`src/rtl/nand_arbiter_if.sv`:
```
// Requester-side bundle for nand_arbiter: request/operand inputs and
// grant/completion/status outputs.
interface nand_arbiter_if #(
    parameter int NREQ  = 4,
    parameter int WIDTH = 4,
    parameter int CNTW  = 16
);
    logic                  en;
    logic [NREQ-1:0]       req;
    logic [NREQ*WIDTH-1:0] a_bus;
    logic [NREQ*WIDTH-1:0] b_bus;
    logic [NREQ-1:0]       gnt;
    logic [NREQ-1:0]       done;
    logic [WIDTH-1:0]      y_out;
    logic                  busy;
    logic [CNTW-1:0]       op_count;

    modport master (
        output en, req, a_bus, b_bus,
        input  gnt, done, y_out, busy, op_count
    );

    modport slave (
        input  en, req, a_bus, b_bus,
        output gnt, done, y_out, busy, op_count
    );
endinterface

```
`src/rtl/nand_arbiter.sv`:
```
// Round-robin arbiter/sequencer sharing one external WIDTH-bit nand gate
// among NREQ requesters: capture operands, drive the gate, return the result.
module nand_arbiter #(
    parameter int NREQ  = 4,
    parameter int WIDTH = 4,
    parameter int CNTW  = 16
) (
    input  logic             clk,
    input  logic             rst_n,
    nand_arbiter_if.slave    rq,
    output logic [WIDTH-1:0] nand_a,
    output logic [WIDTH-1:0] nand_b,
    input  logic [WIDTH-1:0] nand_y
);
    localparam int          PW = (NREQ > 1) ? $clog2(NREQ) : 1;
    localparam int unsigned NR = NREQ;

    typedef enum logic [1:0] {IDLE, EXEC, RESP} state_t;

    state_t          state;
    logic [PW-1:0]   ptr;
    logic [PW-1:0]   owner;
    logic [PW-1:0]   sel;
    logic            found;
    int unsigned     idx;

    // First set request at or after ptr, wrapping modulo NREQ.
    always_comb begin
        sel   = '0;
        found = 1'b0;
        idx   = 0;
        for (int unsigned k = 0; k < NR; k++) begin
            idx = (32'(ptr) + k) % NR;
            if (!found && rq.req[idx]) begin
                found = 1'b1;
                sel   = PW'(idx);
            end
        end
    end

    always_ff @(posedge clk or negedge rst_n) begin
        if (!rst_n) begin
            state       <= IDLE;
            ptr         <= '0;
            owner       <= '0;
            rq.gnt      <= '0;
            rq.done     <= '0;
            rq.y_out    <= '0;
            rq.busy     <= 1'b0;
            rq.op_count <= '0;
            nand_a      <= '0;
            nand_b      <= '0;
        end else begin
            case (state)
                IDLE: begin
                    if (rq.en && found) begin
                        owner   <= sel;
                        nand_a  <= rq.a_bus[sel*WIDTH +: WIDTH];
                        nand_b  <= rq.b_bus[sel*WIDTH +: WIDTH];
                        rq.gnt  <= {{(NREQ-1){1'b0}}, 1'b1} << sel;
                        rq.busy <= 1'b1;
                        state   <= EXEC;
                    end else begin
                        rq.gnt  <= '0;
                    end
                end
                EXEC: begin
                    rq.y_out    <= nand_y;
                    rq.done     <= {{(NREQ-1){1'b0}}, 1'b1} << owner;
                    rq.gnt      <= '0;
                    rq.op_count <= rq.op_count + 1'b1;
                    state       <= RESP;
                end
                RESP: begin
                    rq.done <= '0;
                    ptr     <= (owner == PW'(NREQ-1)) ? '0 : owner + 1'b1;
                    rq.busy <= 1'b0;
                    state   <= IDLE;
                end
                default: state <= IDLE;
            endcase
        end
    end
endmodule
```
`src/flat_wrapper.sv`:
```
// flat-port wrapper written by rule: the top's interface ports become plain ports
module nand_arbiter_flat 
#(
    parameter int NREQ  = 4,
    parameter int WIDTH = 4,
    parameter int CNTW  = 16
)
  (clk, rst_n, nand_a, nand_b, nand_y, rq_en, rq_req, rq_a_bus, rq_b_bus, rq_gnt, rq_done, rq_y_out, rq_busy, rq_op_count);
  nand_arbiter_if #(.NREQ(NREQ), .WIDTH(WIDTH), .CNTW(CNTW)) rq_i ();
  input  logic clk;
  input  logic rst_n;
  output logic [WIDTH-1:0] nand_a;
  output logic [WIDTH-1:0] nand_b;
  input  logic [WIDTH-1:0] nand_y;
  input wire logic [$bits(rq_i.en)-1:0] rq_en;
  input wire logic [$bits(rq_i.req)-1:0] rq_req;
  input wire logic [$bits(rq_i.a_bus)-1:0] rq_a_bus;
  input wire logic [$bits(rq_i.b_bus)-1:0] rq_b_bus;
  output wire logic [$bits(rq_i.gnt)-1:0] rq_gnt;
  output wire logic [$bits(rq_i.done)-1:0] rq_done;
  output wire logic [$bits(rq_i.y_out)-1:0] rq_y_out;
  output wire logic [$bits(rq_i.busy)-1:0] rq_busy;
  output wire logic [$bits(rq_i.op_count)-1:0] rq_op_count;
  assign rq_i.en = rq_en;
  assign rq_i.req = rq_req;
  assign rq_i.a_bus = rq_a_bus;
  assign rq_i.b_bus = rq_b_bus;
  assign rq_gnt = rq_i.gnt;
  assign rq_done = rq_i.done;
  assign rq_y_out = rq_i.y_out;
  assign rq_busy = rq_i.busy;
  assign rq_op_count = rq_i.op_count;
  nand_arbiter #(.NREQ(NREQ), .WIDTH(WIDTH), .CNTW(CNTW)) u_core (.clk(clk), .rst_n(rst_n), .rq(rq_i), .nand_a(nand_a), .nand_b(nand_b), .nand_y(nand_y));
endmodule
```
`config.mk`:
```
export PLATFORM = sky130hd
export DESIGN_NAME = nand_arbiter_flat
export DESIGN_NICKNAME = d
export VERILOG_FILES = /design/src/rtl/nand_arbiter_if.sv /design/src/rtl/nand_arbiter.sv /design/src/flat_wrapper.sv
export SDC_FILE = /design/constraint.sdc
export NUM_CORES = 1
export LEC_CHECK = 0
export ABC_AREA = 1
export CORE_UTILIZATION = 40
export DETAILED_ROUTE_END_ITERATION = 10
export PLACE_DENSITY_LB_ADDON = 0.2
export SETUP_SLACK_MARGIN = 0.2
export SLEW_MARGIN = 15
export SYNTH_ARGS = -nofsm -noshare
export SYNTH_HDL_FRONTEND = slang
export SYNTH_SLANG_ARGS = --single-unit
```
`constraint.sdc`:
```
create_clock -name clk -period 3.88 [get_ports clk]
set_clock_uncertainty 0.2 [all_clocks]
set_input_delay 0.776 -clock clk [delete_from_list [all_inputs] [get_ports clk]]
set_output_delay 0.776 -clock clk [all_outputs]
set_load 0.05 [all_outputs]
```
; ---- Yosys cells after proc, flatten, opt, wreduce, memory -nomap -nowiden
; Cells that the tools add are included.
[word_totals]
elab_cells = 64
reg_bits = 43
output_inout_bits = 37
inputBits = 43
[op_classes]
n_mux = 24
n_reduce_logical = 13
n_lt_le_gt_ge = 4
eq_ne = 4
addsub = 5
n_shift = 4
[ops]
columns = operator, n
row1 = 16-bit by 5-bit indexed part select with 4-bit output, 2
row2 = 16-bit by 1-bit adder with 16-bit output (second input constant), 1
row3 = 4-bit case mux with 2 select lines, 2
row4 = 2-bit by 3-bit < comparator with 1-bit output (second input constant), 4
row5 = 2-bit two-way mux, 6
row6 = 1-bit two-way mux, 9
row7 = 1-bit binary-select mux with 2-bit select, 4
row8 = 1-bit by 2-bit left shift with 4-bit output (first input constant), 2
row9 = 2-bit nonzero test, 3
row10 = 2-bit by 1-bit adder with 2-bit output (second input constant), 2
row11 = 2-bit adder (second input constant), 2
row12 = 2-bit equality test (second input constant), 2
row13 = 1-bit logical AND, 4
row14 = 4-bit two-way mux, 1
row15 = 2-bit case mux with 2 select lines, 1
row16 = 2-bit AND reduction, 2
row17 = 1-bit zero test, 3
row18 = 2-bit by 1-bit equality test with 1-bit output (second input constant), 1
row19 = 2-bit zero test, 1
row20 = 2-bit by 1-bit != test with 1-bit output (second input constant), 1
row21 = 1-bit case mux with 2 select lines, 1

; ---- Logic depth before layout (Yosys ltp)
[depth]
word_depth = 15
mapped_depth = 16
depth_no_buf = 15

; ---- Worst setup path after synthesis
; Ideal clock, no wire load.
[synth_path]
kind = register -> register
startpoint = reg u_core.rq.op_count[0]
endpoint = reg u_core.rq.op_count[14]
slack_ps = 1651
path_buffers = 0
arrival_ps = 1951
stages_incl_launch_ff = 10
path_cell_list = dfrtp_1 ha_1 nand2_1 nor2_1 nand3_1 nor4_2 nand3_1 nor2_1 a21oi_1 a21oi_1
[synth_via]
elab_chain_cells = 1
[synth_lines]
columns = element, line
row1 = from (decl), nand_arbiter_if.sv:25  ; output gnt, done, y_out, busy, op_count
row2 = from (signal assigned), nand_arbiter.sv:71  ; rq.op_count <= rq.op_count + 1'b1;
row3 = 16-bit by 1-bit adder with 16-bit output, nand_arbiter.sv:71
; No other way between the ends.
; A chain may end at the register's enable or synchronous reset.

; ---- Worst setup path after layout
[layout_path]
startpoint = in rq_req[1]
endpoint = reg u_core.rq.gnt[3]
[layout_via]
elab_chain_cells = 15
word_cells_on_any_way = 26
cone_classes = shift (1) / mux (18) / reduce/logical (7)
[layout_lines]
columns = element, line
row1 = from (decl), flat_wrapper.sv:16  ; input wire logic [$bits(rq_i.req)-1:0] rq_req;
row2 = 1-bit binary-select mux with 2-bit select, nand_arbiter.sv:34  ; if (!found && rq.req[idx]) begin
row3 = 1-bit two-way mux (implied by the code), nand_arbiter.sv:34
row4 = 1-bit two-way mux, nand_arbiter.sv:34
row5 = 1-bit zero test, nand_arbiter.sv:34
row6 = 1-bit logical AND, nand_arbiter.sv:34
row7 = 1-bit two-way mux, nand_arbiter.sv:34
row8 = 1-bit zero test, nand_arbiter.sv:34
row9 = 1-bit logical AND, nand_arbiter.sv:34
row10 = 1-bit two-way mux, nand_arbiter.sv:34
row11 = 1-bit zero test, nand_arbiter.sv:34
row12 = 1-bit logical AND, nand_arbiter.sv:34
row13 = 2-bit two-way mux / 1-bit two-way mux (equally long branches), nand_arbiter.sv:34
row14 = 1-bit by 2-bit left shift with 4-bit output / 1-bit logical AND (equally long branches), "nand_arbiter.sv:60, nand_arbiter.sv:56"
row15 = 4-bit two-way mux (*), nand_arbiter.sv:56  ; if (rq.en && found) begin
row16 = 4-bit case mux with 2 select lines (*), nand_arbiter.sv:54  ; case (state)
row17 = to (signal assigned), nand_arbiter.sv:60  ; rq.gnt <= {{(NREQ-1){1'b0}}, 1'b1} << sel;
row18 = to (decl), nand_arbiter_if.sv:25
; Every way passes the cells marked *; elsewhere a longest branch is shown, timed or not. The select of a mux whose other input is x is not followed.

==> summary.md <==
| Metric | Value |
|---|---|
| Vias | 2318 |
| Async S/R FF share, synth | 100% |
| Syn_area_per_cell | 7.56 um2 |
| CTS Buf Count | 5 |
| Wire per inst | 11.7 um |
| Comb pwr share | 65.5% |
| Clock power share | 9.6% |
| Yosys top cell by area | dfrtp_1 |
| Die ar. | 6600 um2 |
| H-tree lvl count | 2 |
| Initial Util | 41.9% |
| Sw frac | 54.3% |
| Commonest non-fill, non-tap cells in the layout | nand2_1 (151), clkdlybuf4s50_1 (78), dfrtp_1 (43), inv_1 (30), nand4_1 (17) |
| Max Cap Violations | 0 |
| Int Power | 1.33 mW |
| CTS sink cnt | 43 |
| Inst Count DP | 478 |
| Fillcell total | 567 |
| Crit-path max FO | 18 |
| Vias in the first global route | 2144 |
| Final core occ | 57.0% |
| Final nets | 461 |
| Worst min-delay path category | flop to flop |
| Via density | 4.77 |
| Hold Slack | 0.274 ns |
| I/O pin total | 80 |
| Achievable Freq | 342 MHz |
| Die Ht | 81.2 um |
| Clk Latency, worst-skew pair | 0.30 ns |
| Post-CTS Resized | 0 |
| Final setup vio count | 0 |
| Most common cell after layout, fill and taps aside | nand2_1 |
| CTS Hold Bufs | 0 |
| Initial antenna violation count | 0 |
| Unrepaired setup endpoints after global routing | no |
| Yosys top cell area share | 42.9% |
| Placer Congestion | 0.785 |
| Switching pwr | 1.58 mW |
| Synthesized Nets | 383 |
| FF+latch area | 1080 um2 |
| Reg clk slew, reported paths | 0.08 ns |
| Main synth FF type | dfrtp_1 |
| Post-synth EDFFs | 0 |
| Hpwl dp | 4170 um |
| Crit end category | flop |
| Final hold vios | 0 |
| Data required, critical path | 3.88 ns |
| Max Slew Vio Count | 0 |
| CTS tree | done |
| Worst rel slew slack | 35.2% |
| Initial DRC count | 137 |
| Final Critical Period | 2.92 ns |
| Post-Route WL | 5690 um |
| Sequential share of the synthesized area | 42.9% |
| VDD IR max | 0.447 mV |
| Synth-to-Final Area Change | 36.1% |
| FP Rows | 28 |
| Pin count of the biggest net entering global routing | 44 |
| Share of layout cells above drive strength 1 | 6.57% |
| Final Non-Filler Cells | 486 |
| Footprint of the multi-input gates | 1240 um2 |
| Synth warn | 0 |
| DRC | 0 |
| Setup TNS Final | 0 ns |
| Final period util | 75.3% |
| Number of post-CTS setup repair buffers | 0 |
| Status | completed |
| Arrival time worst endpoint | 2.92 ns |
| Placed cell area | 3330 um2 |
| Final Instance Area | 3420 um2 |
| Post-Syn Area | 2510 um2 |
| Global-route wire length before repair | 9510 um |
| Post-synthesis cell type count | 30 |
| Die Span X | 81.2 um |
| Cell Pwr Density | 853 nW/um2 |
| Total core area | 5990 um2 |
| Synth area leaders | dfrtp_1 (43%), nand2_1 (23%), inv_1 (4.5%) |
| Seq pwr share | 25.0% |
| Startpoint Class | input pin |
| Clock root cell | clkbuf_8 |
| Global-route usage over all layers | 18.8% |
| # port buffers | 79 |
| Yosys reg bits | 43 |
| Drt pass-1 iters | 4 |
| ANT cells | 0 |
| Mapped Cells | 332 |
| Antenna Nets Post-Route | 0 |
| Grt ovf | 0 |
| Lkg Pwr | 1.73 nW |
| Clk buf depth | 2 |
| Worst Tran Pin Value | 0.972 ns |
| CP Class | input pin to flop |
-- metal layers --
layer | vias up | wire length, um | GRT usage, %
met5 | - | 0 | 0
met4 | 0 | 82 | 6.61
met3 | 8 | 214 | 3.48
met2 | 50 | 2690 | 31.3
met1 | 1051 | 2710 | 24.4
li1 | 1209 | - | -
-- final timing paths --
check | start | end | slack [ns] | cells after the start
worst max-delay path | rq_req[1] | u_core.rq.gnt[3]$_DFFE_PN0P_ | 0.96 | 11
worst min-delay path | u_core.rq.y_out[0]$_DFFE_PN0P_ | u_core.rq.y_out[0]$_DFFE_PN0P_ | 0.27 | 2
worst max register to register | u_core.ptr[0]$_DFFE_PN0P_ | u_core.rq.gnt[3]$_DFFE_PN0P_ | 1.21 | 10
worst min register to register | u_core.rq.y_out[0]$_DFFE_PN0P_ | u_core.rq.y_out[0]$_DFFE_PN0P_ | 0.27 | 2
max in group asynchronous | rst_n | u_core.rq.done[1]$_DFFE_PN0P_ | 2.45 | 1
min in group asynchronous | rst_n | u_core.rq.op_count[2]$_DFFE_PN0P_ | 0.43 | 1
-- worst max-delay path, cell delays in order --
cell and delay [ns]:
clkdlybuf4s50_1 0.48, inv_1 0.06, nand2_1 0.07, nand3_1 0.08
nand2_1 0.13, inv_1 0.10, nand3_4 0.22, nand2_2 0.12
nor2_2 0.44, nand2_1 0.22, o31ai_1 0.24
-- flip-flops by register name (all words and copies together) (netlist names) --
signal	flops
u_core.rq.op_count	16
u_core.nand_a	4
u_core.nand_b	4
u_core.rq.done	4
u_core.rq.gnt	4
u_core.rq.y_out	4
u_core.owner	2
u_core.ptr	2
u_core.state	2
u_core.rq.busy	1
-- area by class of cell --
cell class	count	area share (%)
multi-input combinational	245	36.3
sequential	43	31.5
timing repair buffer	79	23.0
inverter	36	3.95
tap	75	2.75
clock buffer	6	2.12
clock inverter	2	0.366
-- through the flow --
step / setup slack [ns] / power, mW
after floorplan: 1.65 / 2.17
after CTS: 0.948 / 2.94
after global routing: 0.710 / 3.19
after global placement: 0.652 / 2.62
after detailed placement: 0.684 / 2.65
final: 0.959 / 2.91
-- cells by family after synthesis --
logic type | count (synthesis) | synth area share (%)
AND/OR/NAND/NOR | 207 | 37.1
XOR/XNOR | 11 | 3.84
adder cells (fa/ha/maj) | 8 | 3.99
AO/OA/AOI/OAI | 19 | 4.49
flip-flops | 43 | 42.9
buffers and inverters | 44 | 7.68
-- cells in the mapped netlist, types with 2 or more instances --
cell,number
nand4_1,17
ha_1,8
inv_2,5
o21ai_1,4
buf_4,2
nand3_4,2
buf_2,4
o31ai_1,2
o21ai_0,7
dfrtp_1,43
xnor2_1,3
xor2_1,8
a21oi_1,3
nor2_1,9
buf_6,2
nand2_1,151
inv_1,30
nor2_2,2
nand2_2,4
nand3_1,16
-- power groups by stage --
stage / Combinational [mW] / Sequential, mW / Clock [mW]
after floorplan: 1.04 / 1.13 / 0
after global placement: 1.89 / 0.736 / 0
after detailed placement: 1.91 / 0.733 / 0
after CTS: 1.92 / 0.729 / 0.293
after global routing: 2.13 / 0.751 / 0.306
final: 1.91 / 0.728 / 0.279
(Power assumes the default switching activity.)
